## src/rtl/rle_pkg.sv

```systemverilog
// Shared definitions for the row RLE compressor / decompressor pair.
// Token format: [CNT][Y][C]; CNT==SYNC_BYTE is a row-sync marker.
package rle_pkg;

    typedef enum logic [1:0] {
        S_CNT,
        S_Y,
        S_C,
        S_EMIT
    } rle_state_t;

    localparam logic [7:0] SYNC_BYTE = 8'h00;
    localparam int         MAX_RUN   = 255;
    localparam int         RUN_W     = $clog2(MAX_RUN + 1);

    // Pixel layout {Y, C}
    localparam int Y_MSB = 15;
    localparam int Y_LSB = 8;
    localparam int C_MSB = 7;
    localparam int C_LSB = 0;

    function automatic int col_width(input int width);
        return (width > 1) ? $clog2(width) : 1;
    endfunction

endpackage

```

## src/rtl/rle_col_counter.sv

```systemverilog
// Column position within a RowPixelWidth-pixel row, with explicit wrap,
// row-start / row-done flags and a synchronous clear for row-sync markers.
module rle_col_counter
    import rle_pkg::*;
#(
    parameter int RowPixelWidth = 640
) (
    input  logic CLK,
    input  logic RST,
    input  logic advance,
    input  logic sync_clr,
    output logic row_start,
    output logic row_done
);

    localparam int ColW = col_width(RowPixelWidth);

    logic [ColW-1:0] col;
    logic            at_end;

    // Wrap on the exact last column so non-power-of-two widths work.
    assign at_end = (col == ColW'(RowPixelWidth - 1));

    always_ff @(posedge CLK) begin
        if (RST) begin
            col <= '0;
        end else if (sync_clr) begin
            col <= '0;
        end else if (advance) begin
            col <= at_end ? '0 : col + 1'b1;
        end
    end

    assign row_start = (col == '0);
    assign row_done  = advance && at_end;

endmodule

```

## src/rtl/rle_decompressor.sv

```systemverilog
// Expands [CNT][Y][C] run tokens from a FWFT byte FIFO into {Y,C} pixels.
// Define RLE_DECOMP_CHECK_EN to flag misplaced sync markers and clip row-crossing runs.
module rle_decompressor
    import rle_pkg::*;
#(
    parameter int RowPixelWidth = 640,
    parameter int PixelSize     = 16
) (
    input  logic                 CLK,
    input  logic                 RST,
    input  logic [7:0]           i_byte,
    input  logic                 i_byte_valid,
    output logic                 o_byte_ready,
    output logic [PixelSize-1:0] o_pixel,
    output logic                 o_pixel_valid,
    input  logic                 i_pixel_ready,
    output logic                 o_row_start,
    output logic                 o_row_done,
    output logic                 o_err
);

    rle_state_t       state, state_d;
    logic [RUN_W-1:0] run_left;
    logic [7:0]       y_q;
    logic             byte_acc, pix_acc, sync_hit, row_start, clip;

    // NOTE: gated by RST so the FIFO is never popped while the FSM is held in reset.
    assign o_byte_ready = !RST && (state != S_EMIT);
    assign byte_acc     = i_byte_valid && o_byte_ready;
    assign pix_acc      = o_pixel_valid && i_pixel_ready;
    assign sync_hit     = byte_acc && (state == S_CNT) && (i_byte == SYNC_BYTE);

    rle_col_counter #(
        .RowPixelWidth(RowPixelWidth)
    ) u_col (
        .CLK      (CLK),
        .RST      (RST),
        .advance  (pix_acc),
        .sync_clr (sync_hit),
        .row_start(row_start),
        .row_done (o_row_done)
    );

    assign o_row_start = o_pixel_valid && row_start;

    always_comb begin
        state_d = state;
        unique case (state)
            S_CNT:   if (byte_acc && i_byte != SYNC_BYTE) state_d = S_Y;
            S_Y:     if (byte_acc) state_d = S_C;
            S_C:     if (byte_acc) state_d = S_EMIT;
            S_EMIT:  if (pix_acc && (run_left == RUN_W'(1) || clip)) state_d = S_CNT;
            default: state_d = S_CNT;
        endcase
    end

    // NOTE: all state below uses non-blocking assignments so every register
    // samples pre-edge values regardless of statement order.
    always_ff @(posedge CLK) begin
        if (RST) begin
            state         <= S_CNT;
            run_left      <= '0;
            y_q           <= '0;
            o_pixel       <= '0;
            o_pixel_valid <= 1'b0;
        end else begin
            state         <= state_d;
            o_pixel_valid <= (state_d == S_EMIT);
            if (byte_acc) begin
                case (state)
                    S_CNT:   run_left <= i_byte;
                    S_Y:     y_q      <= i_byte;
                    S_C: begin
                        o_pixel[Y_MSB:Y_LSB] <= y_q;
                        o_pixel[C_MSB:C_LSB] <= i_byte;
                    end
                    default: ;
                endcase
            end else if (pix_acc) begin
                run_left <= clip ? '0 : run_left - 1'b1;
            end
        end
    end

`ifdef RLE_DECOMP_CHECK_EN
    // A run still owing pixels at the row end is cut short.
    assign clip = o_row_done && (run_left != RUN_W'(1));

    always_ff @(posedge CLK) begin
        if (RST) begin
            o_err <= 1'b0;
        end else if ((sync_hit && !row_start) || clip) begin
            o_err <= 1'b1;
        end
    end
`else
    assign clip  = 1'b0;
    assign o_err = 1'b0;
`endif

endmodule
```

## config.mk

```make
export PLATFORM = sky130hd
export DESIGN_NAME = rle_decompressor
export DESIGN_NICKNAME = d
export VERILOG_FILES = /design/src/rtl/rle_pkg.sv /design/src/rtl/rle_col_counter.sv /design/src/rtl/rle_decompressor.sv
export SDC_FILE = /design/constraint.sdc
export NUM_CORES = 1
export LEC_CHECK = 0
export CORE_ASPECT_RATIO = 1.2
export CORE_MARGIN = 5
export CORE_UTILIZATION = 48
export CTS_CLUSTER_SIZE = 24
export DETAILED_ROUTE_END_ITERATION = 16
export GPL_ROUTABILITY_DRIVEN = 0
export HOLD_SLACK_MARGIN = 0.03
export PLACE_DENSITY = 0.78
export SLEW_MARGIN = 20
export SYNTH_ARGS = -nofsm -noshare
export SYNTH_HDL_FRONTEND = slang
export SYNTH_SLANG_ARGS = --single-unit
```

## constraint.sdc

```tcl
create_clock -name CLK -period 1.5 [get_ports CLK]
set_input_delay 0.3 -clock CLK [delete_from_list [all_inputs] [get_ports CLK]]
set_output_delay 0.3 -clock CLK [all_outputs]
set_load 0.01 [all_outputs]
```

# Word level (Yosys, flattened, before mapping)
# Cells that the tools add are included.
[totals] in_bits=12 ff_bits=45 output_inout_bits=21
[classes] n_eq_ne=8 add_sub_neg=2 n_reduce_logical=19 muxes=9
[ops] cell="$mux W8" count=3
[ops] cell="$add A10 B1 Y10 const B" count=1
[ops] cell="$eq A10 B10 Y1 const B" count=1
[ops] cell="$logic_not A10 Y1" count=1
[ops] cell="$mux W10" count=1
[ops] cell="$logic_and A1 B1 Y1" count=9
[ops] cell="$eq A8 B1 Y1 const B" count=1
[ops] cell="$logic_not A8 Y1" count=1
[ops] cell="$mux W2" count=4
[ops] cell="$pmux W2 S4" count=1
[ops] cell="$reduce_bool A8 Y1" count=1
[ops] cell="$sub A8 B1 Y8 const B" count=1
[ops] cell="$eq A2 B2 Y1 const B" count=3
[ops] cell="$reduce_and A2 Y1" count=3
[ops] cell="$eq A2 B1 Y1 const B" count=1
[ops] cell="$logic_not A2 Y1" count=1
[ops] cell="$ne A2 B1 Y1 const B" count=1
[ops] cell="$ne A2 B2 Y1 const B" count=1
[ops] cell="$reduce_bool A2 Y1" count=1
[ops] cell="$reduce_or A2 Y1" count=1
[ops] cell="$logic_not A1 Y1" count=1

# Logic depth before layout (Yosys ltp)
# Gate-level depths: netlist of run 1.
[logic_depth] depth_word=7 mapped_depth=7 depth_no_buf=6

# By module
# From an unflattened synthesis of run 1, not the netlist that was laid out.
[unflattened] hier_cells=257 area_unflattened_um2=2127.0
[by_module_without_submodules] module="rle_decompressor" instances=1 cells_each=196 seq_area_each_um2=700.7 area_each_um2=1584.0
[by_module_without_submodules] module="rle_col_counter" instances=1 cells_each=61 seq_area_each_um2=200.2 area_each_um2=543.0

# Least setup slack after synthesis of run 1
# Ideal clock, no wire load.
[synth_timing] path_kind="register to output" from="reg u_col.col[3]" to="out o_row_start" path_stages_with_launch=3 required_ps=1200 arrival_time_ps=1212 path_buffers=0 slack_ps=-12 cell_sequence="dfxtp_1 or4_1 nor4_1"
[synth_between] elab_chain_len=2
[synth_lines] item="start, declared" line_no="rle_col_counter.sv:18" source="logic [ColW-1:0] col;"
[synth_lines] item="start signal, assigned" line_no="rle_col_counter.sv:30" source="col <= at_end ? '0 : col + 1'b1;"
[synth_lines] item="$logic_not A10 Y1" line_no="rle_col_counter.sv:34" source="assign row_start = (col == '0);"
[synth_lines] item="$logic_and A1 B1 Y1" line_no="rle_decompressor.sv:44" source="assign o_row_start = o_pixel_valid && row_start;"
[synth_lines] item="end, declared" line_no="rle_decompressor.sv:17" source="output logic o_row_start,"
# No other way between the ends.

# Final worst setup path of run 1
# Ends and elaborated chain as after synthesis.

==> results_dict.tcl, run 1 <==
set metrics [dict create \
    cp-end-kind "output port" \
    diodes 0 \
    drc 0 \
    yosys_warnings 0 \
    routedWlPerCell_microns 14.93 \
    initial_core_util_pct 49.56 \
    seqPwrFrac_pct 50.9 \
    status "finished with violations" \
    synth_most_common_cell "dfxtp_1" \
    synth.top_cells.by_count "dfxtp_1 (45), nand2_1 (44), nor2_1 (30)" \
    regArea_sq_um 913.4 \
    ys_top_cells_by_area "dfxtp_1 (42%), nand2_1 (7.8%), nor2_1 (5.3%)" \
    final_hold_viol_count 0 \
    syn_area_sq_um 2128 \
    clock_sinks 45 \
    die_area_sq_um 5871 \
    skew_ns 0.01248 \
    wl_microns 5747 \
    grt_start_max_net_pins 33 \
    p_sw_share_pct 27.70 \
    final-max-slew-violation-count 0 \
    ant_nets 0 \
    hold_class "primary input to flip-flop" \
    coreArea_sq_um 4294 \
    p_leak_uw 0.001388 \
    p_switching_uw 689.1 \
    fmax_mhz 563.8 \
    cts.reportedPaths.clkPinSlew_ns 0.09 \
    ios 33 \
    drt-vias-per-instance 5.384 \
    fin_area_sq_um 3047 \
    place_area_sq_um 2835 \
    reg2reg_from "u_col.col[0]" \
    comb_power_share_pct 19.3 \
    synth_top_area_cell "dfxtp_1" \
    synth_top_flop_cell "dfxtp_1" \
    worst_skew_pair.late_latency_ns 0.31 \
    ys_seq_elements 45 \
    numCtsBuffers 5 \
    cpMaxStageDelayCell "or4_4" \
    min_from "RST" \
    pwr-share-clk_pct 29.8 \
    nFillCells 335 \
    maxCapViolations 0 \
    postSynthAreaPerCell_sq_um 8.513 \
    firstDrtPassIters 4 \
    setup_violations 2 \
    peakVddDrop_mv 0.6059 \
    worstSetupPathType "flip-flop to output port" \
    antenna_found_initial 0 \
    cp_data_required_time_ns 1.20 \
    overflow 0 \
    arrival_ns 1.47 \
    crit_chain "or4_4 > nor4_4 > buf_2" \
    row_count 26 \
    ys_seq_area_share_pct 42.33 \
    fin_nets 344 \
    synthDominantCellAreaShare_pct 42.33 \
    first_iter_violations 90 \
    rsz0062_at_grt "true" \
    power.density_cell_area_nw_per_um2 816.4 \
    cts_max_path_buffers 2 \
    setup_ws_ns -0.2737 \
    io_buffer_count 31 \
    period_share_pct 118.2 \
    post-dp-hpwl_microns 4084 \
    hold_slack_ns 0.2497 \
    crit_path_start_kind "flip-flop" \
    syn_nets 266 \
    synth_cells 250 \
    drive_above_1_share_pct 27.36 \
    grt_pass1_wl_microns 9439 \
    cts_hold_buf 0 \
    period_needed_ns 1.774 \
    die_w_microns 70.79 \
    gr-usage-all-layers_pct 19.71 \
    failed_checks "setup timing" \
    multi_input_area_sq_um 1187 \
    crit_start "u_col.col[3]" \
    die_y_microns 82.95 \
    grt_pass1_vias 2021 \
    slowest_delay_ns 0.55 \
    root_buffer "clkbuf_8" \
    vias 2073 \
    ys_types 45 \
    cts_tree "done" \
    path_max_fanout 2 \
    area_growth_pct 43.15 \
    p_int_uw 1798 \
    synthArstFlopShare_pct 0 \
    synth_edf_count 0 \
    h-tree-depth 2 \
]
==> path summary, 6_finish.rpt <==
| path | end | slack [ns] | cells past startpoint |
|---|---|---|---|
| setup / recovery | o_row_start | -0.27 | 3 |
| hold / removal | state[0] | 0.25 | 2 |
| setup reg to reg | u_col.col[6] | 0.02 | 8 |
| hold reg to reg | o_pixel[9] | 0.45 | 2 |
==> metal layers <==
layer / up-vias / routed length [microns] / global-route usage (%)
met5: - / 0 / 0
met4: 0 / 129 / 5.983
met3: 12 / 264 / 4.469
met2: 64 / 2993 / 34.26
met1: 975 / 2359 / 23.83
li1: 1022 / - / -
==> per-stage QoR <==
stage | util, % | cells | TNS [ns] | power (uW) | setup slack, ns
4_1_cts | 68.62 | 383 | -0.4290 | 2464 | -0.2722
6_report | 70.95 | 385 | -0.4533 | 2487 | -0.2737
3_3_place_gp | 66.03 | 372 | -14.75 | 1727 | -0.5387
5_1_grt | 70.95 | 385 | -0.6479 | 2614 | -0.3300
2_1_floorplan | - | 250 | 0 | 1537 | 0.04481
3_5_place_dp | 66.03 | 372 | -15.65 | 1740 | -0.5543
==> worst max-delay path: cells and delay by family, from the launching register on <==
kind | cells | cell delay [ns]
flip-flops | 1 | 0.32
AND/OR/NAND/NOR | 2 | 0.69
buffers and inverters | 1 | 0.16
==> final cells by class <==
| type | count | share of cell area, % |
|---|---|---|
| clock buffers | 7 | 2.505 |
| clock inverters | 1 | 0.2464 |
| inverters | 6 | 0.7392 |
| multi-input cells | 186 | 38.97 |
| flip-flops and latches | 45 | 29.98 |
| well taps | 56 | 2.300 |
| repair buffers | 84 | 25.26 |
==> placed cells by master, fill, tap and decap left out, drive strengths merged, types with 2 or more instances in the layout <==
master / count
nand4: 2
dlygate4sd2: 2
nor3b: 2
and2: 4
nor3: 8
nand2b: 3
inv: 6
ha: 4
a211oi: 6
xnor2: 5
dfxtp: 45
xor2: 5
nor2: 30
o21ai: 3
a21oi: 21
nor4: 7
mux2i: 11
clkbuf: 8
buf: 56
clkdlybuf4s50: 11
nand3: 8
nand2: 44
and4: 3
a31oi: 2
dlymetal6s2s: 14
==> power groups by stage <==
stage,Combinational (uW),Clock (uW),Sequential (uW)
floorplan,251,0,1290
global placement,442,0,1280
detailed placement,454,0,1290
CTS,455,750,1260
global route,526,816,1270
finish,480,741,1270
==> cell families after synthesis <==
group	Yosys count	synth area share [%]
AO/OA/AOI/OAI	43	13.93
adder cells (fa/ha/maj)	4	2.352
flip-flops	45	42.33
AND/OR/NAND/NOR	117	27.22
buffers and inverters	19	4.703
other	1	0.1762
multiplexers	11	5.174
XOR/XNOR	10	4.115
==> timing repair <==
item | 4_1_cts | 5_1_grt
buffers inserted | 3 | 2
gates resized for setup | 24 | 32
cloned | 0 | 0
endpoints found under the setup margin | 36 | 30
pin swaps | 0 | 9
==> state kept, by name (all words and copies together) (netlist names) <==
register / flops
o_pixel_valid: 1
u_col.col: 10
state: 2
y_q: 8
run_left: 8
o_pixel: 16
No activity file was read; power rests on OpenSTA's default activity.
==> inputs of run 2 (changes only) <==
Settings changed: ABC_AREA from default to 1, GPL_ROUTABILITY_DRIVEN 0 to default, SLEW_MARGIN 20 to default.
==> run 2 against run 1 <==
  * The run still ends with setup timing left
  * Synthesized area down 0.29%
  * Clock power down 1%
  * Routed wire length down 4.1%
  * Worst hold slack better by 0.15 ns
  * Register-to-register slack better by 0.08 ns
  * Critical path depth up 3
  * Critical endpoint unchanged
  * Non-clock buffer count down 3
  * Highest routed layer unchanged
==> results_dict.tcl, run 2 <==
set metrics [dict create \
    antenna_found_initial 0 \
    synth_edf_count 0 \
    period_share_pct 115.2 \
    use_met1_pct 22.22 \
    initial_core_util_pct 49.79 \
    failed_checks "setup timing" \
    whs_path_depth 2 \
    crit_chain "buf_4 > inv_4 > ha_4 > nand3_1 > nor4_1 > buf_2" \
    routedWlPerCell_microns 12.59 \
    cts_tree "done" \
    worst_skew_pair.late_latency_ns 0.30 \
    vias 2187 \
    grt_start_max_net_pins 21 \
    r2r_cells 8 \
    skew_ns 0.003491 \
    synth_top_flop_cell "dfxtp_1" \
    ys_top_cells_by_area "dfxtp_1 (42%), nor2_1 (9.2%), a21oi_1 (8.7%)" \
    fin_util_pct 70.79 \
    grt_use_met2_pct 32.83 \
    cp_data_required_time_ns 1.20 \
    root_buffer "clkbuf_8" \
    gp_congestion 0.8395 \
    yosys_warnings 0 \
    largest_register "o_pixel" \
    setup_ws_ns -0.2274 \
    h-tree-depth 2 \
    synth.top_cells.by_count "nor2_1 (52), nand2_1 (47), dfxtp_1 (45)" \
    path_max_fanout 2 \
    ant_nets 0 \
    grt_pass1_vias 2169 \
    firstDrtPassIters 4 \
    overflow 0 \
    io_buffer_count 31 \
    cts.reportedPaths.clkPinSlew_ns 0.08 \
    ys_seq_area_share_pct 42.45 \
    die_w_microns 70.70 \
    ios 33 \
    synth_cells 305 \
    diodes 0 \
    synth_top_area_cell "dfxtp_1" \
    maxCapViolations 0 \
    crit_path_start_kind "flip-flop" \
    gr-usage-all-layers_pct 18.90 \
    syn_nets 321 \
    drive_above_1_share_pct 22.77 \
    hold_class "primary input to flip-flop" \
    synth_most_common_cell "nor2_1" \
    grt_pass1_wl_microns 9218 \
    synthDominantCellAreaShare_pct 42.45 \
    numCtsBuffers 5 \
    syn_area_sq_um 2122 \
    setup_violations 2 \
    final_hold_viol_count 0 \
    regArea_sq_um 904.6 \
    fmax_mhz 578.9 \
    clock_sinks 45 \
    postSynthAreaPerCell_sq_um 6.957 \
    largest_reg_flops 16 \
    final-max-slew-violation-count 0 \
    path_depth 6 \
    die_y_microns 82.84 \
    status "finished with violations" \
    top_regs "o_pixel: 16 flops, u_col.col: 10 flops" \
    path_buf_inv 3 \
    area_growth_pct 42.16 \
    final_common_cell "nor2_1" \
    rsz0062_at_grt "true" \
    p_leak_uw 0.001501 \
    slowest_delay_ns 0.34 \
    cp-end-kind "output port" \
    fin_area_sq_um 3017 \
    final_cell_mix "nor2_1 (50), buf_4 (47), nand2_1 (44)" \
    wl_microns 5513 \
    pre_cts_ws_ns -0.6800 \
    tns_ns -0.4517 \
    row_count 26 \
    worstSetupPathType "flip-flop to output port" \
    hold_slack_ns 0.4045 \
    grt_util_met3_pct 4.589 \
    power.density_cell_area_nw_per_um2 761.0 \
    cpMaxStageDelayCell "dfxtp_2" \
    arrival_ns 1.43 \
    drc 0 \
    drt-vias-per-instance 4.993 \
    multi_input_area_sq_um 1082 \
    die_area_sq_um 5856 \
    period_needed_ns 1.727 \
    peakVddDrop_mv 0.6864 \
    ys_types 24 \
    nFillCells 331 \
    synthArstFlopShare_pct 0 \
    worst_path_dominant_cell_family "buffers and inverters" \
    first_iter_violations 135 \
    post-dp-hpwl_microns 3969 \
    grt_busiest_layer "met2" \
    coreArea_sq_um 4262 \
    place_area_sq_um 2796 \
    cts_max_path_buffers 2 \
    fin_nets 397 \
    ys_seq_elements 45 \
]
==> run 2: timing repair <==
action / 4_1_cts / 5_1_grt
pin swaps: 9 / 9
hold buffers: 0 / 0
setup endpoints to repair: 4 / 22
buffers inserted: 5 / 1
resized for setup: 19 / 29
==> run 2: kinds of logic after synthesis <==
kind of cell	share of synthesized area, %
AOI/OAI and AO/OA	12.74
adders and majority gates	2.359
other	0.1767
buffers and inverters	10.14
xor gates and xnor gates	2.476
DFF	42.45
and+or+nand+nor	29.66
==> run 2: report_power, final <==
group / internal, uW / switching [uW]
Clock: 324 / 408
Combinational: 139 / 185
Sequential: 1220 / 20.7
==> run 2: per-layer routing <==
layer | part of all wire (%) | wire, microns
met1 | 42 | 2338
met2 | 51 | 2822
met3 | 4.2 | 233
met4 | 2.2 | 120
met5 | 0 | 0
==> run 2: worst paths after layout <==
path | startpoint | endpoint | slack [ns]
worst min register to register | y_q[7] | y_q[7] | 0.46
worst max-delay path | u_col.col[0] | o_row_start | -0.23
worst max register to register | u_col.col[0] | u_col.col[3] | 0.10
worst min-delay path | RST | o_pixel[3] | 0.40
==> run 2: through the flow <==
step | power, uW | std cells
final | 2296 | 438
after global routing | 2397 | 438
after CTS | 2301 | 438
after detailed placement | 1586 | 425
after global placement | 1579 | 425
after floorplan | 1464 | 305
==> run 2: area by class of cell <==
type                            instances  area share (%)
Multi-Input combinational cell        209           35.88
Sequential cell                        45           29.99
Timing Repair Buffer                   81           24.14
Inverter                               39           4.936
Clock buffer                            6           2.406
Tap cell                               56           2.323
Clock inverter                          2          0.3318
